### config.mk
export PLATFORM = sky130hd
export DESIGN_NAME = stage_if
export DESIGN_NICKNAME = d
export VERILOG_FILES = /design/src/rtl/mips_pkg.sv /design/src/rtl/if_skid_reg.sv /design/src/rtl/stage_if.sv
export SDC_FILE = /design/constraint.sdc
export NUM_CORES = 1
export LEC_CHECK = 0
export CAP_MARGIN = 0
export CORE_ASPECT_RATIO = 1.1
export CORE_MARGIN = 3
export CORE_UTILIZATION = 46
export CTS_CLUSTER_SIZE = 40
export DETAILED_ROUTE_END_ITERATION = 10
export GPL_ROUTABILITY_DRIVEN = 0
export MAX_ROUTING_LAYER = met4
export PLACE_DENSITY_LB_ADDON = 0.3
export SYNTH_ARGS = -nofsm -noshare
export SYNTH_HDL_FRONTEND = slang
export SYNTH_SLANG_ARGS = --single-unit
### constraint.sdc
create_clock -name clock -period 1.9 [get_ports clock]
set_input_delay 0.475 -clock clock [delete_from_list [all_inputs] [get_ports clock]]
set_output_delay 0.475 -clock clock [all_outputs]
set_load 0.02 [all_outputs]
### src/rtl/mips_pkg.sv
// Shared definitions for the MIPS pipeline stages: opcodes, bubble word,
// fetch-stage state encoding and PC width.
package mips_pkg;

  localparam int PC_W = 32;

  localparam logic [5:0] OP_RTYPE = 6'h00;
  localparam logic [5:0] OP_J     = 6'h02;
  localparam logic [5:0] OP_BEQ   = 6'h04;
  localparam logic [5:0] OP_ADDI  = 6'h08;
  localparam logic [5:0] OP_LW    = 6'h23;
  localparam logic [5:0] OP_SW    = 6'h2b;
  localparam logic [5:0] OP_HALT  = 6'h3f;

  localparam logic [31:0] NOP_WORD = 32'h0000_0000;

  typedef enum logic [1:0] {
    ST_FETCH  = 2'd0,
    ST_HOLD   = 2'd1,
    ST_FLUSH  = 2'd2,
    ST_HALTED = 2'd3
  } if_state_t;

  function automatic logic is_halt(input logic [31:0] word);
    return word[31:26] == OP_HALT;
  endfunction

endpackage

### src/rtl/if_skid_reg.sv
// One-entry skid buffer that parks a fetched word while stage_id is stalled.
module if_skid_reg (
  input  logic        clock,
  input  logic        reset,
  input  logic        load,
  input  logic        unload,
  input  logic        clear,
  input  logic [31:0] din,
  output logic [31:0] dout,
  output logic        valid
);

  always_ff @(posedge clock) begin
    if (!reset || clear) begin
      dout  <= 32'h0;
      valid <= 1'b0;
    end else if (load) begin
      dout  <= din;
      valid <= 1'b1;
    end else if (unload) begin
      dout  <= 32'h0;
      valid <= 1'b0;
    end
  end

endmodule

### src/rtl/stage_if.sv
// Instruction-fetch stage: owns the PC, fetches over req/ack, feeds stage_id.
// Build option IF_HALT_DETECT_EN stops fetching after an OP_HALT instruction.
module stage_if
  import mips_pkg::*;
#(
  parameter logic [31:0] RESET_PC = 32'h0000_0000,
  parameter int unsigned PC_STEP  = 4
) (
  input  logic        clock,
  input  logic        reset,
  input  logic        stall,
  input  logic        isJumped,
  input  logic [31:0] jumpTarget,
  output logic        imem_req,
  output logic [31:0] imem_addr,
  input  logic [31:0] imem_rdata,
  input  logic        imem_ack,
  output logic [31:0] instr,
  output logic [31:0] pc_id,
  output logic        nop_if,
  output logic        halted,
  output logic [1:0]  state_dbg
);

  localparam logic [PC_W-1:0] STEP = PC_W'(PC_STEP);

  // Handshake: a fetch completes on a rising edge where imem_req=1 and
  // imem_ack=1; imem_addr is held stable until then. ack with req=0 is ignored.

  if_state_t       state;
  logic [PC_W-1:0] pc;
  logic [PC_W-1:0] pc_next;
  logic [PC_W-1:0] target;
  logic            skid_load;
  logic            skid_unload;
  logic [31:0]     skid_data;
  logic            skid_valid;
  logic            halt_fetch;
  logic            halt_skid;

  assign pc_next   = pc + STEP;
  assign target    = jumpTarget & ~32'h3;
  assign state_dbg = state;

  assign skid_load   = !isJumped && (state == ST_FETCH) && imem_req && imem_ack && stall;
  assign skid_unload = !isJumped && (state == ST_HOLD) && !stall;

`ifdef IF_HALT_DETECT_EN
  assign halt_fetch = is_halt(imem_rdata);
  assign halt_skid  = is_halt(skid_data);
  assign halted     = (state == ST_HALTED);
`else
  assign halt_fetch = 1'b0;
  assign halt_skid  = 1'b0;
  assign halted     = 1'b0;
`endif

  if_skid_reg u_skid (
    .clock  (clock),
    .reset  (reset),
    .load   (skid_load),
    .unload (skid_unload),
    .clear  (isJumped),
    .din    (imem_rdata),
    .dout   (skid_data),
    .valid  (skid_valid)
  );

  always_ff @(posedge clock) begin
    if (!reset) begin
      state     <= ST_FETCH;
      pc        <= RESET_PC;
      imem_addr <= RESET_PC;
      imem_req  <= 1'b0;
      instr     <= NOP_WORD;
      pc_id     <= '0;
      nop_if    <= 1'b1;
    end else if (isJumped) begin
      pc       <= target;
      instr    <= NOP_WORD;
      pc_id    <= '0;
      nop_if   <= 1'b1;
      imem_req <= 1'b1;
      // An unanswered request must be drained at its old address first.
      if (imem_req && !imem_ack) begin
        state <= ST_FLUSH;
      end else begin
        state     <= ST_FETCH;
        imem_addr <= target;
      end
    end else begin
      case (state)
        ST_FETCH: begin
          imem_req <= 1'b1;
          if (imem_req && imem_ack) begin
            pc        <= pc_next;
            imem_addr <= pc_next;
            if (stall) begin
              state    <= ST_HOLD;
              imem_req <= 1'b0;
            end else begin
              instr  <= imem_rdata;
              pc_id  <= pc_next;
              nop_if <= 1'b0;
              if (halt_fetch) begin
                state    <= ST_HALTED;
                imem_req <= 1'b0;
              end
            end
          end else if (!stall) begin
            instr  <= NOP_WORD;
            nop_if <= 1'b1;
          end
        end
        ST_HOLD: begin
          if (!stall) begin
            // pc already advanced past the parked word, so it is that word's PC+4.
            instr  <= skid_valid ? skid_data : NOP_WORD;
            pc_id  <= pc;
            nop_if <= !skid_valid;
            if (skid_valid && halt_skid) begin
              state <= ST_HALTED;
            end else begin
              state    <= ST_FETCH;
              imem_req <= 1'b1;
            end
          end
        end
        ST_FLUSH: begin
          instr    <= NOP_WORD;
          nop_if   <= 1'b1;
          imem_req <= 1'b1;
          if (imem_ack) begin
            state     <= ST_FETCH;
            imem_addr <= pc;
          end
        end
`ifdef IF_HALT_DETECT_EN
        ST_HALTED: begin
          instr    <= NOP_WORD;
          nop_if   <= 1'b1;
          imem_req <= 1'b0;
        end
`endif
        default: begin
          state    <= ST_FETCH;
          imem_req <= 1'b0;
          instr    <= NOP_WORD;
          nop_if   <= 1'b1;
        end
      endcase
    end
  end

endmodule

Word level (Yosys, flattened, before mapping)

Cells that the tools add are included.

Register bits after elaboration: 165
Bits in latches: 0
Memory bits (writable): 0
ROM bits: 0
Input port bits: 69
Output and inout bits: 101
Logic and storage cells: 87
Memories kept: 0

Add/subtract/negate cells: 1
Multiply operators: 0
Div/mod/pow operators: 0
$lt $le $gt $ge: 0
Equal/unequal tests: 10
Shift-type cells: 0
Multiplexer cells: 38
Bitwise logic cells: 1
Reduce and logical (&&, ||, !) cells: 27

Operators by type and width:

| kind                  | count |
|---|---|
| $mux 32               | 17 |
| $pmux 32 s2           | 3 |
| $add 32x3->32 const B | 1 |
| $mux 2                | 6 |
| $reduce_and 4->1      | 3 |
| $mux 1                | 9 |
| $ne 3x3->1 const B    | 3 |
| $logic_and 1x1->1     | 8 |
| $reduce_bool 2->1     | 4 |
| $ne 2x2->1 const B    | 3 |
| $pmux 2 s3            | 1 |
| $reduce_and 2->1      | 3 |
| $logic_not 1->1       | 5 |
| $ne 3x2->1 const B    | 1 |
| $pmux 1 s3            | 1 |
| $reduce_bool 3->1     | 1 |
| $eq 2x1->1 const B    | 1 |
| $eq 2x2->1 const B    | 1 |
| $logic_not 2->1       | 1 |
| $ne 2x1->1 const B    | 1 |
| $pmux 1 s2            | 1 |
| $reduce_or 2->1       | 1 |
| $logic_or 1x1->1      | 1 |
| $not 1->1             | 1 |

Depth between registers and ports, before layout

Word-level depth: 6
Mapped depth: 9
Mapped depth without buffers: 7

Hierarchy

A second synthesis with hierarchy kept.

Cell total of the unflattened synthesis: 994
Area total of the unflattened synthesis: 8,116.5 um^2

By module, submodules not included:

| module      | times used | cells each | area each (um^2) | sequential area each (um^2) |
|---|---|---|---|---|
| stage_if    | 1          | 847        | 6,795.3          | 2,522.4 |
| if_skid_reg | 1          | 147        | 1,321.3          | 660.6 |

Least setup slack after synthesis

OpenSTA, ideal clock, no wires.

Path type: register to register
From: register state[0] (netlist: state_dbg[0])
To: register imem_addr[18]
Library setup time: 117 ps
Data arrival time: 2,082 ps
Required time: 1,783 ps
Setup slack: -299 ps
Cell stages (with the launch flop): 9
Path buffers: 2
Clock period less this slack: 2,199 ps
Cells stage by stage: dfxtp_1 > inv_1 > ha_1 > mux2_2 > a22oi_1 > buf_2 > buf_1 > nor2_1 > a32o_1

Longest elaborated chain between the ends: 3
Elaborated cells on any way between the ends: 8
Those cells by class: eq/ne (3); mux (2); reduce/logical (3)

RTL lines:

| item                                                  | line            | source |
|---|---|---|
| start: declaration                                    | stage_if.sv:30  | `if_state_t state;` |
| start signal: assignment                              | stage_if.sv:71  | `state <= ST_FETCH;` |
| start signal: assignment                              | stage_if.sv:86  | `state <= ST_FLUSH;` |
| start signal: assignment                              | stage_if.sv:88  | `state <= ST_FETCH;` |
| $eq 2x2->1 or $logic_not 2->1 (tied branches)         | stage_if.sv:92  | `case (state)` |
| $ne 3x3->1 (no line), or another cell as far along    | --              |  |
| $reduce_and 4->1 (no line) or $mux 32 (tied branches) | --              |  |
| end signal: assignment                                | stage_if.sv:89  | `imem_addr <= target;` |
| end signal: assignment                                | stage_if.sv:97  | `imem_addr <= pc_next;` |
| end signal: assignment                                | stage_if.sv:135 | `imem_addr <= pc;` |
| end: declaration                                      | stage_if.sv:15  | `output logic [31:0] imem_addr,` |

Parallel ways exist; a longest one is shown, timed or not.
A chain may end at the register's enable or synchronous reset.

Worst setup path in the final report

From: register pc_id[9]
To: output pc_id[9]

RTL lines:

| item                     | line            | source |
|---|---|---|
| start: declaration       | stage_if.sv:19  | `output logic [31:0] pc_id,` |
| start signal: assignment | stage_if.sv:103 | `pc_id <= pc_next;` |
| start signal: assignment | stage_if.sv:119 | `pc_id <= pc;` |

No word-level cell between the ends.

==> metrics <==
adder-cell area share of the yosys netlist less than 1%; die area 18400 um^2; root cell of the clock tree sky130_fd_sc_hd__clkbuf_16; initial cell density of the core 47.0%; cell row count 49; uppermost signal routing layer after detailed routing met4; Cell variety after synth 60; routed length on met2 11700 um; portion of netlist area occupied by mux cells 0.664%; register area share after synthesis 41.2%; clock tree from TritonCTS built; P_leak 4.62 nW; share of total power in the clock network between 40% and 50%; setup repair after global routing missed its margin yes; Crit. Startpoint pc_id[9]; number of nets still failing antenna checks after routing 0; Synth Instances slightly above 900; kind of start point of the critical path register; critical path class register to primary output; number of flops mapped to enable cells by yosys 0; Crit Path Max Fanout 2; Synth Area in Compound Gates between 20% and 30%; total internal power just over 6 mW; Pwr Total 8.55 mW; number of DRC markers in iteration 0 ~730; arrival time of the worst setup path 1.40 ns; largest delay contributor family on the critical path buffers and inverters; peak ir drop on the vdd network 0.618 mV; cell area after placement between 10000 and 15000 um^2; count of maximum capacitance violations 0; antenna violations before repair 0; count of buffering cells on the critical path with inverters included 1; clock tree sinks between 150 and 200; critical path's slowest cell sky130_fd_sc_hd__clkdlybuf4s50_1; FFs w/ async S/R, synth 0%; final setup skew 0.0110 ns; wire length of the first global-routing pass 37700 um; DIE HEIGHT around 140 um; Comb pwr share 17.5%; Final Max Tran Viols 0; clk buf depth 2; M1 wire length 9580 um; Total GRT Usage between 20% and 30%; area fraction in and, or, nand and nor cells after synthesis 18.8%; total length of routed wires 24000 um; htree depth 4; switching share of power 28.9%; number of cells traversed by the worst register-to-register path 5; final std cells w/o fill 1352; via count of the first global-routing pass 7441; remaining design rule violation count 0; number of buffers added by the clock tree synthesis step 17; die boundary width roughly 130 um; required arrival time at the worst endpoint 1.42 ns; sequential cell area 3190 um^2; setup slack, reg-to-reg 0.04 ns; Clk pin slew, worst setup/hold paths roughly 0.07 ns; area growth from synthesis to final layout 44.3%; reported net switching power around 2.5 mW; Critical Path Max Stage Delay ~0.65 ns; final standard cell area without fillers around 11000 um^2; post-DR vias/cell 5.86; Util after Layout 67.9%; I/O pin total 170; Inst Count DP 1314; synthesis-stage register bit count between 150 and 200; xor and xnor fraction of the mapped netlist area 7.70%; HPWL after detailed placement 17000 um; most frequently used flop master after synthesis sky130_fd_sc_hd__dfxtp_1; met3 layer wire length in the routed design approximately 1900 um; power density relative to cell area about 770 nW/um^2; clock period minus worst slack approximately 1.9 ns; number of hold-slack violations in the final timing report 0; layout cell share with drive strength beyond 1 17.4%; clock latency at the later pin of the worst-skew pair around 0.44 ns; source of the worst register-to-register timing path pc[28]; mean routed wirelength per cell 17.7 um; Synth warnings 0; result of the run finished, final reports clean; GRT Residual Overflow 0; total negative slack 0 ns; main combinational cell family by area after synthesis compound AO/OA/AOI/OAI gates; pin count of the biggest net entering global routing 43; fin nets 1209; critical path capture point type primary output; number of detailed-routing iterations run before antenna repair 6; fmax 534 MHz; worst setup path endpoint pc_id[9]; Syn Area/Cell 8.29 um^2; end of the worst register-to-register path pc[31]; combined area of the multi-input logic cells 4240 um^2; count of buffers from port buffering 162; count of final setup violators 0; ordered list of cells on the worst path clkdlybuf4s50_1; total of fill cells in the finished design 1330; number of antenna diodes 0; cell area after synthesis roughly 7700 um^2; total core area 16400 um^2; Crit. path cell count 1; final clock period utilization by the worst path between 90% and 100%; sequential cell fraction of total power 41.9%; total via count after detailed routing 7923; HP Class register to register
## routing by layer
metal | GRT usage [%] | vias up
met5 | - | -
met4 | 9.14 | 0
met3 | 6.91 | 62
met2 | 42.0 | 318
met1 | 31.9 | 3747
li1 | - | 3796
## timing repair
| item | 4_1_cts | 5_1_grt |
|---|---|---|
| resized for setup | 20 | 73 |
| hold buffers | 0 | 0 |
| gates cloned | 0 | 1 |
| pin swaps | 1 | 8 |
| buffers inserted | 2 | 4 |
| endpoints found under the setup margin | 36 | 161 |
## per-stage QoR
step | hold slack, ns | worst slack, ns
global placement | 0.448 | -0.219
CTS | 0.457 | 0.0000513
floorplan | 0.466 | -0.00395
finish | 0.457 | 0.0268
global route | 0.484 | -0.0326
detailed placement | 0.448 | -0.283
## flip-flops by register name (all words and copies together), names as in the netlist
name	count
imem_addr	30
nop_if	1
u_skid.dout	32
state_dbg	2
u_skid.valid	1
instr	32
imem_req	1
pc	30
pc_id	30
## layout by cell type (no fill, tap or decap), drive strengths merged, types with 40 or more instances in the layout
cell type / netlist / routed
o21ai: 57 / 57
buf: 41 / 123
a211oi: 44 / 44
a21oi: 64 / 64
xnor2: 48 / 48
clkdlybuf4s50: 0 / 110
dfxtp: 159 / 159
dlymetal6s2s: 0 / 40
a22oi: 66 / 66
nor2: 111 / 111
## power by group through the flow
| stage | logic [mW] | clock network (mW) | registers (mW) |
|---|---|---|---|
| floorplan | 0.640 | 0 | 3.75 |
| global placement | 1.44 | 0 | 3.65 |
| detailed placement | 1.46 | 0 | 3.65 |
| CTS | 1.46 | 3.52 | 3.58 |
| global route | 1.61 | 3.68 | 3.59 |
| finish | 1.49 | 3.47 | 3.58 |
## cell families (layout without fill, tap and decap cells)
| kind of cell | count (synthesis) | count (layout) |
|---|---|---|
| fa+ha+maj | 5 | 5 |
| buf+inv | 112 | 323 |
| xor+xnor | 68 | 68 |
| simple gates | 294 | 294 |
| flops | 159 | 159 |
| mux | 5 | 5 |
| compound gates | 289 | 289 |
| other cells | 1 | 5 |
## cells in the mapped netlist (2+ instances only)
library cell               instances  area share, %
sky130_fd_sc_hd__a211oi_1         44            4.3
sky130_fd_sc_hd__a21boi_0          4           0.39
sky130_fd_sc_hd__a21o_1            2           0.19
sky130_fd_sc_hd__a21oi_1          64            4.1
sky130_fd_sc_hd__a221oi_1          7           0.79
sky130_fd_sc_hd__a22oi_1          66            6.4
sky130_fd_sc_hd__a31oi_1           6           0.49
sky130_fd_sc_hd__and2_1            3           0.24
sky130_fd_sc_hd__and3_1            6           0.49
sky130_fd_sc_hd__and4_1            5           0.57
sky130_fd_sc_hd__buf_1            14           0.68
sky130_fd_sc_hd__buf_2            14           0.91
sky130_fd_sc_hd__buf_4            12            1.2
sky130_fd_sc_hd__clkbuf_1         64            3.1
sky130_fd_sc_hd__dfxtp_1         159             41
sky130_fd_sc_hd__ha_1              5           0.81
sky130_fd_sc_hd__inv_1             6           0.29
sky130_fd_sc_hd__mux2i_1           4           0.52
sky130_fd_sc_hd__nand2_1          36            1.7
sky130_fd_sc_hd__nand2b_1          5           0.40
sky130_fd_sc_hd__nand3_1          31            2.0
sky130_fd_sc_hd__nand4_1          17            1.4
sky130_fd_sc_hd__nand4_4           2           0.55
sky130_fd_sc_hd__nor2_1          111            5.4
sky130_fd_sc_hd__nor2b_1           6           0.49
sky130_fd_sc_hd__nor3_1           31            2.0
sky130_fd_sc_hd__nor4_1           18            1.5
sky130_fd_sc_hd__nor4b_1           2           0.23
sky130_fd_sc_hd__o211ai_1          9           0.87
sky130_fd_sc_hd__o21a_1            3           0.29
sky130_fd_sc_hd__o21ai_0          57            3.7
sky130_fd_sc_hd__o22ai_1           3           0.24
sky130_fd_sc_hd__o31a_1            2           0.23
sky130_fd_sc_hd__o31ai_1          11            1.1
sky130_fd_sc_hd__or2_2             4           0.32
sky130_fd_sc_hd__or3_1            10           0.81
sky130_fd_sc_hd__xnor2_1          48            5.4
sky130_fd_sc_hd__xor2_1           20            2.3
## cell type report
cell class / instances / share of cell area (%)
inverter: 6 / 0.224
sequential: 159 / 28.6
tap: 204 / 2.29
clock buffer: 17 / 3.81
multi-input combinational: 666 / 38.0
timing repair buffer: 285 / 25.6
clock inverter: 15 / 1.49
## how the worst min path moves through the flow
stage,start,endpoint,slack (ns),cells past startpoint
after global placement,imem_addr[8],imem_addr[8],0.45,2
after global routing,imem_addr[2],imem_addr[2],0.48,2
after CTS,imem_addr[2],imem_addr[2],0.46,2
after floorplan,u_skid.dout[0],u_skid.dout[0],0.47,2
after detailed placement,imem_addr[2],imem_addr[2],0.45,2
final,imem_addr[2],imem_addr[2],0.46,2
(Power assumes the default switching activity.)
